`src/rtl/mips_ctrl_pkg.sv`:
```
// mips_ctrl_pkg: opcodes, control-field encodings, FSM states and control word
package mips_ctrl_pkg;
    localparam logic [5:0] OP_RTYPE = 6'b000000;
    localparam logic [5:0] OP_LW    = 6'b100011;
    localparam logic [5:0] OP_SW    = 6'b101011;
    localparam logic [5:0] OP_BEQ   = 6'b000100;
    localparam logic [5:0] OP_J     = 6'b000010;
    localparam logic [5:0] OP_ADDI  = 6'b001000;

    localparam logic [1:0] ALUOP_ADD   = 2'b00;
    localparam logic [1:0] ALUOP_SUB   = 2'b01;
    localparam logic [1:0] ALUOP_FUNCT = 2'b10;

    localparam logic [1:0] SRCB_REG    = 2'b00;
    localparam logic [1:0] SRCB_FOUR   = 2'b01;
    localparam logic [1:0] SRCB_IMM    = 2'b10;
    localparam logic [1:0] SRCB_IMM_SH = 2'b11;

    localparam logic [1:0] PCSRC_ALU    = 2'b00;
    localparam logic [1:0] PCSRC_ALUOUT = 2'b01;
    localparam logic [1:0] PCSRC_JUMP   = 2'b10;

    typedef enum logic [3:0] {
        IDLE = 4'd0, FETCH, DECODE, MEMADR, MEMRD, MEMWB, MEMWR,
        EXEC, RTYPEWB, BRANCH, JUMP, ADDIEX, ADDIWB, ILLEGAL
    } state_t;

    typedef struct packed {
        logic       pc_write;
        logic       pc_write_cond;
        logic       iord;
        logic       mem_read;
        logic       mem_write;
        logic       ir_write;
        logic       mem_to_reg;
        logic       reg_dst;
        logic       reg_write;
        logic       alu_src_a;
        logic [1:0] alu_src_b;
        logic [1:0] alu_op;
        logic [1:0] pc_source;
        logic       illegal_op;
    } ctrl_t;
endpackage

```
`src/rtl/multicycle_ctrl_if.sv`:
```
// multicycle_ctrl_if: controller <-> datapath signals; master is the controller
interface multicycle_ctrl_if;
    logic [5:0] opcode;
    logic       memReady;
    logic       pcWrite;
    logic       pcWriteCond;
    logic       iorD;
    logic       memRead;
    logic       memWrite;
    logic       irWrite;
    logic       memToReg;
    logic       regDst;
    logic       regWrite;
    logic       aluSrcA;
    logic [1:0] aluSrcB;
    logic [1:0] aluOp;
    logic [1:0] pcSource;
    logic       illegalOp;
    logic [3:0] state;
    modport master (
        input  opcode, memReady,
        output pcWrite, pcWriteCond, iorD, memRead, memWrite, irWrite, memToReg,
               regDst, regWrite, aluSrcA, aluSrcB, aluOp, pcSource, illegalOp, state
    );
    modport slave (
        output opcode, memReady,
        input  pcWrite, pcWriteCond, iorD, memRead, memWrite, irWrite, memToReg,
               regDst, regWrite, aluSrcA, aluSrcB, aluOp, pcSource, illegalOp, state
    );
endinterface

```
`src/rtl/ctrl_out_decode.sv`:
```
// ctrl_out_decode: combinational state -> control word decoder
module ctrl_out_decode
    import mips_ctrl_pkg::*;
(
    input  state_t state,
    input  logic   mem_ready,
    output ctrl_t  ctrl
);
    always_comb begin
        ctrl = '0;
        case (state)
            FETCH: begin
                ctrl.mem_read  = 1'b1;
                ctrl.alu_src_b = SRCB_FOUR;
                ctrl.ir_write  = mem_ready;
                ctrl.pc_write  = mem_ready;
            end
            DECODE: ctrl.alu_src_b = SRCB_IMM_SH;
            MEMADR: begin
                ctrl.alu_src_a = 1'b1;
                ctrl.alu_src_b = SRCB_IMM;
            end
            MEMRD: begin
                ctrl.mem_read = 1'b1;
                ctrl.iord     = 1'b1;
            end
            MEMWB: begin
                ctrl.reg_write  = 1'b1;
                ctrl.mem_to_reg = 1'b1;
            end
            MEMWR: begin
                ctrl.mem_write = 1'b1;
                ctrl.iord      = 1'b1;
            end
            EXEC: begin
                ctrl.alu_src_a = 1'b1;
                ctrl.alu_op    = ALUOP_FUNCT;
            end
            RTYPEWB: begin
                ctrl.reg_write = 1'b1;
                ctrl.reg_dst   = 1'b1;
            end
            BRANCH: begin
                ctrl.alu_src_a     = 1'b1;
                ctrl.alu_op        = ALUOP_SUB;
                ctrl.pc_write_cond = 1'b1;
                ctrl.pc_source     = PCSRC_ALUOUT;
            end
            JUMP: begin
                ctrl.pc_write  = 1'b1;
                ctrl.pc_source = PCSRC_JUMP;
            end
            ADDIEX: begin
                ctrl.alu_src_a = 1'b1;
                ctrl.alu_src_b = SRCB_IMM;
            end
            ADDIWB: ctrl.reg_write = 1'b1;
            ILLEGAL: ctrl.illegal_op = 1'b1;
            default: ;
        endcase
    end
endmodule

```
`src/rtl/multicycle_ctrl.sv`:
```
// multicycle_ctrl: main sequencing FSM of the multicycle MIPS core
module multicycle_ctrl
    import mips_ctrl_pkg::*;
(
    input logic               clk,
    input logic               reset,
    multicycle_ctrl_if.master bus
);
    state_t state_q, state_d;
    ctrl_t  ctrl;

    always_ff @(posedge clk)
        state_q <= reset ? IDLE : state_d;

    always_comb begin
        state_d = FETCH;
        case (state_q)
            FETCH:  state_d = bus.memReady ? DECODE : FETCH;
            DECODE:
                case (bus.opcode)
                    OP_LW, OP_SW: state_d = MEMADR;
                    OP_RTYPE:     state_d = EXEC;
                    OP_BEQ:       state_d = BRANCH;
                    OP_J:         state_d = JUMP;
                    OP_ADDI:      state_d = ADDIEX;
                    default:      state_d = ILLEGAL;
                endcase
            MEMADR: state_d = (bus.opcode == OP_SW) ? MEMWR : MEMRD;
            MEMRD:  state_d = bus.memReady ? MEMWB : MEMRD;
            MEMWR:  state_d = bus.memReady ? FETCH : MEMWR;
            EXEC:   state_d = RTYPEWB;
            ADDIEX: state_d = ADDIWB;
            default: state_d = FETCH;
        endcase
    end

    ctrl_out_decode u_dec (.state(state_q), .mem_ready(bus.memReady), .ctrl(ctrl));

    // write strobes are masked on a reset edge so an interrupted access never commits
    assign bus.pcWrite     = ctrl.pc_write & ~reset;
    assign bus.pcWriteCond = ctrl.pc_write_cond & ~reset;
    assign bus.irWrite     = ctrl.ir_write & ~reset;
    assign bus.memWrite    = ctrl.mem_write & ~reset;
    assign bus.regWrite    = ctrl.reg_write & ~reset;
    assign bus.iorD        = ctrl.iord;
    assign bus.memRead     = ctrl.mem_read;
    assign bus.memToReg    = ctrl.mem_to_reg;
    assign bus.regDst      = ctrl.reg_dst;
    assign bus.aluSrcA     = ctrl.alu_src_a;
    assign bus.aluSrcB     = ctrl.alu_src_b;
    assign bus.aluOp       = ctrl.alu_op;
    assign bus.pcSource    = ctrl.pc_source;
    assign bus.illegalOp   = ctrl.illegal_op;
    assign bus.state       = state_q;
endmodule

```
`src/flat_wrapper.sv`:
```
// flat-port wrapper written by rule: the top's interface ports become plain ports
module multicycle_ctrl_flat import mips_ctrl_pkg::*;
  (clk, reset, bus_opcode, bus_memReady, bus_pcWrite, bus_pcWriteCond, bus_iorD, bus_memRead, bus_memWrite, bus_irWrite, bus_memToReg, bus_regDst, bus_regWrite, bus_aluSrcA, bus_aluSrcB, bus_aluOp, bus_pcSource, bus_illegalOp, bus_state);
  multicycle_ctrl_if bus_i ();
  input logic clk;
  input logic reset;
  input wire logic [$bits(bus_i.opcode)-1:0] bus_opcode;
  input wire logic [$bits(bus_i.memReady)-1:0] bus_memReady;
  output wire logic [$bits(bus_i.pcWrite)-1:0] bus_pcWrite;
  output wire logic [$bits(bus_i.pcWriteCond)-1:0] bus_pcWriteCond;
  output wire logic [$bits(bus_i.iorD)-1:0] bus_iorD;
  output wire logic [$bits(bus_i.memRead)-1:0] bus_memRead;
  output wire logic [$bits(bus_i.memWrite)-1:0] bus_memWrite;
  output wire logic [$bits(bus_i.irWrite)-1:0] bus_irWrite;
  output wire logic [$bits(bus_i.memToReg)-1:0] bus_memToReg;
  output wire logic [$bits(bus_i.regDst)-1:0] bus_regDst;
  output wire logic [$bits(bus_i.regWrite)-1:0] bus_regWrite;
  output wire logic [$bits(bus_i.aluSrcA)-1:0] bus_aluSrcA;
  output wire logic [$bits(bus_i.aluSrcB)-1:0] bus_aluSrcB;
  output wire logic [$bits(bus_i.aluOp)-1:0] bus_aluOp;
  output wire logic [$bits(bus_i.pcSource)-1:0] bus_pcSource;
  output wire logic [$bits(bus_i.illegalOp)-1:0] bus_illegalOp;
  output wire logic [$bits(bus_i.state)-1:0] bus_state;
  assign bus_i.opcode = bus_opcode;
  assign bus_i.memReady = bus_memReady;
  assign bus_pcWrite = bus_i.pcWrite;
  assign bus_pcWriteCond = bus_i.pcWriteCond;
  assign bus_iorD = bus_i.iorD;
  assign bus_memRead = bus_i.memRead;
  assign bus_memWrite = bus_i.memWrite;
  assign bus_irWrite = bus_i.irWrite;
  assign bus_memToReg = bus_i.memToReg;
  assign bus_regDst = bus_i.regDst;
  assign bus_regWrite = bus_i.regWrite;
  assign bus_aluSrcA = bus_i.aluSrcA;
  assign bus_aluSrcB = bus_i.aluSrcB;
  assign bus_aluOp = bus_i.aluOp;
  assign bus_pcSource = bus_i.pcSource;
  assign bus_illegalOp = bus_i.illegalOp;
  assign bus_state = bus_i.state;
  multicycle_ctrl u_core (.clk(clk), .reset(reset), .bus(bus_i));
endmodule
```
`config.mk`:
```
export PLATFORM = sky130hd
export DESIGN_NAME = multicycle_ctrl_flat
export DESIGN_NICKNAME = d
export VERILOG_FILES = /design/src/rtl/mips_ctrl_pkg.sv /design/src/rtl/multicycle_ctrl_if.sv /design/src/rtl/ctrl_out_decode.sv /design/src/rtl/multicycle_ctrl.sv /design/src/flat_wrapper.sv
export SDC_FILE = /design/constraint.sdc
export NUM_CORES = 1
export LEC_CHECK = 0
export ABC_AREA = 1
export CAP_MARGIN = 10
export CORE_AREA = 2 2 39 41
export CTS_BUF_LIST = sky130_fd_sc_hd__clkbuf_4 sky130_fd_sc_hd__clkbuf_8
export CTS_CLUSTER_DIAMETER = 150
export CTS_CLUSTER_SIZE = 40
export DETAILED_ROUTE_END_ITERATION = 10
export DIE_AREA = 0 0 41 43
export HOLD_SLACK_MARGIN = 0.05
export PLACE_DENSITY = 0.88
export SYNTH_ARGS = -nofsm -noshare
export SYNTH_HDL_FRONTEND = slang
export SYNTH_SLANG_ARGS = --single-unit
```
`constraint.sdc`:
```
create_clock -name clk -period 1.74 [get_ports clk]
set_input_delay 0.348 -clock clk [delete_from_list [all_inputs] [get_ports clk]]
set_output_delay 0.348 -clock clk [all_outputs]
set_load 0.01 [all_outputs]
```
==> impl_results.md <==
* Die area at 1760 um2
* Tcrit/Tclk final at 96.7%
* IO Port Bufs at 29
* Area grow syn2layout at 116%
* Routed wire per std cell at 10.9 um
* Area contributors post-synth: dfxtp_1 17%, nor2_1 16%, nand2_1 14%, nand3_1 7.5%, inv_1 7.2%
* M1 GR Usage at 24.4%
* Post-synthesis register bit count at 4
* Count of buffer and inverter cells on the critical path at 2
* Unique masters post-synth at 20
* CTS Hold Buffers Added at 0
* Tot GR Track Use at 21.5%
* Syn Area/Cell at 5.36 um2
* Core area at 1380 um2
* Worst-path clk slew at 40 ps
* RSZ-0062 raised after global routing: yes
* CP Max Fanout at 4
* Largest net degree at the start of global routing at 7
* Synth Warn # at 0
* Total gr overflow at 0
* Fin nets at 155
* Cells after synthesis at 87
* Largest register FFs at 4
* Die width at 41 um
* Arrival time at the worst endpoint at 1330 ps
* Asr flop ratio synth at 0%
* Net Count, Synth at 96
* Most used flip-flop cell after synthesis: dfxtp_1
* Starting Density at 33.7%
* Post-route setup TNS at 0 ps
* DR iter-0 viols at 16
* Die height at 43 um
* # IOs at 30
* CTS root buf: clkbuf_4
* Worst relative slew slack at 83.8%
* Clock Skew at 3.05 ps
* EDFF count, synth at 0
* CP delay by family, top: buffers and inverters
* Met2 Track Usage GR at 37.2%
* Mapped Area at 467 um2
* Peak supply drop at 0.622 mV
* DRT Pass-1 Iters at 4
* DR vias/cell at 4.88
* Crit-path max cell delay at 310 ps
* P_leak at 0.499 nW
* Tmin final at 1680 ps
* Power Density at 572 nW/um2
* Synth top area share at 17.2%
* Initial antenna violation count at 0
* Hold Vio Cnt, Final at 0
* Busiest grt layer: met2
* Status: finished clean
* Slew Viols, Final at 0
* CP Cell Sequence: buf_4 > nand2_2 > nor2_2 > a31oi_2 > o211ai_1 > clkdlybuf4s15_2
* Number of routed nets with antenna violations at 0
* Fmax achieved at 594 MHz
* Worst hold path class: reg2reg
* GR Layer Usage met3 at 5.24%
* Routed WL at 1740 um
* Most frequent cells after synthesis: 20 x nor2_1, 17 x nand2_1, 9 x inv_1, 7 x nand3_1
* Antenna diodes at 0
* Max-Cap Viols at 0
* Crit path required time at 1390 ps
* Site Rows at 14
* CTS tree: built
* CTS sink cnt at 4
* Post-synth top area cell: dfxtp_1
* Setup violators final at 0
* Worst-skew pair later-pin latency at 230 ps
* Vias in the first global route at 664
* Startpoint Class: flop
* H-tree depth at 1
* Slowest cell on crit path: dfxtp_1
* Post-DP HPWL at 1320 um
* DRC at 0
* RD Place Congestion at 0.848
* Least-Margin Pin Slew at 243 ps
* Number of buffers created by CTS at 3
* Post-layout util at 72.7%
* Clock tree buffer depth at 2
* Sequential-to-total area share from yosys stat at 17.2%
* Proportion of layout cells with a drive suffix above 1 at 44.4%
* First-pass GRT wire length at 2640 um
* Crit Path Class: reg2out
* CP endpoint kind: output port
* Most common cell in the netlist: nor2_1
* Via count at 781
-- cell type report --
| type | count | area (um2) |
|---|---|---|
| inverter | 14 | 52.6 |
| clock buffer | 3 | 22.5 |
| multi-input combinational | 67 | 369 |
| fill | 117 | 378 |
| timing repair buffer | 56 | 458 |
| tap | 16 | 20.0 |
| sequential | 4 | 83.8 |
-- per-layer routing --
metal / part of all wire [%] / vias up
li1: - / 391
met1: 37 / 344
met2: 54 / 36
met3: 6.9 / 10
met4: 2.0 / 0
met5: 0 / -
-- timing repair --
item	CTS	global route
pin swaps	0	1
hold endpoints to repair	0	0
setup buffers	1	1
setup endpoints to repair	17	10
resized for setup	31	21
-- worst reg2reg max path: stages, from the launching register on --
cell and delay (ps):
dfxtp_2 330, inv_2 120, nand2_4 90, nor2_2 160, a31oi_2 60, buf_4 140, buf_4 120, buf_4 110
a21oi_1 140
-- final timing paths --
kind	start	to	slack (ps)	cells after the start
max	u_core.bus.state[0]$_SDFF_PP0_	bus_aluSrcA	60	6
min	u_core.bus.state[1]$_SDFF_PP0_	u_core.bus.state[1]$_SDFF_PP0_	820	5
max reg2reg	u_core.bus.state[3]$_SDFF_PP0_	u_core.bus.state[3]$_SDFF_PP0_	390	8
min reg2reg	u_core.bus.state[1]$_SDFF_PP0_	u_core.bus.state[1]$_SDFF_PP0_	820	5
-- kinds of logic after synthesis --
logic type      count (synthesis)  synth area share, %
simple gates                   52                 48.8
buf+inv                        16                 13.7
compound gates                 15                 20.4
flops                           4                 17.2
-- stage by stage --
step | hold WS [ps] | instances | instance area [um2] | setup slack (ps) | total power, W
floorplan | 582 | 87 | 467 | 188 | 0.000256
global placement | 822 | 155 | 953 | -259 | 0.000454
detailed placement | 831 | 155 | 953 | -282 | 0.000461
CTS | 811 | 159 | 987 | 6.55 | 0.000568
global route | 844 | 160 | 1010 | -16.5 | 0.000619
finish | 822 | 160 | 1010 | 57.2 | 0.000576
-- layout by cell type (no fill, tap or decap) --
master / instances
a21oi_1: 5
a31oi_1: 1
a31oi_2: 1
buf_2: 1
buf_4: 29
clkbuf_2: 4
clkbuf_4: 3
clkdlybuf4s15_1: 4
clkdlybuf4s15_2: 1
clkdlybuf4s50_1: 12
dfxtp_1: 1
dfxtp_2: 3
dlygate4sd2_1: 5
inv_1: 7
inv_2: 7
nand2_1: 16
nand2_2: 2
nand2_4: 1
nand3_1: 7
nor2_1: 15
nor2_2: 5
nor2_4: 5
nor3_1: 1
o211ai_1: 2
o211ai_2: 1
o21ai_0: 1
o21ai_1: 2
o21ai_2: 1
o22ai_1: 1
-- power by group --
group / internal, W / switching [W] / total (W) / leakage [nW]
logic: 0.000177 / 0.000170 / 0.000347 / 0.451
registers: 0.000104 / 0.0000147 / 0.000119 / 0.0342
clock network: 0.0000768 / 0.0000329 / 0.000110 / 0.0138
No activity file was read; power rests on OpenSTA's default activity.
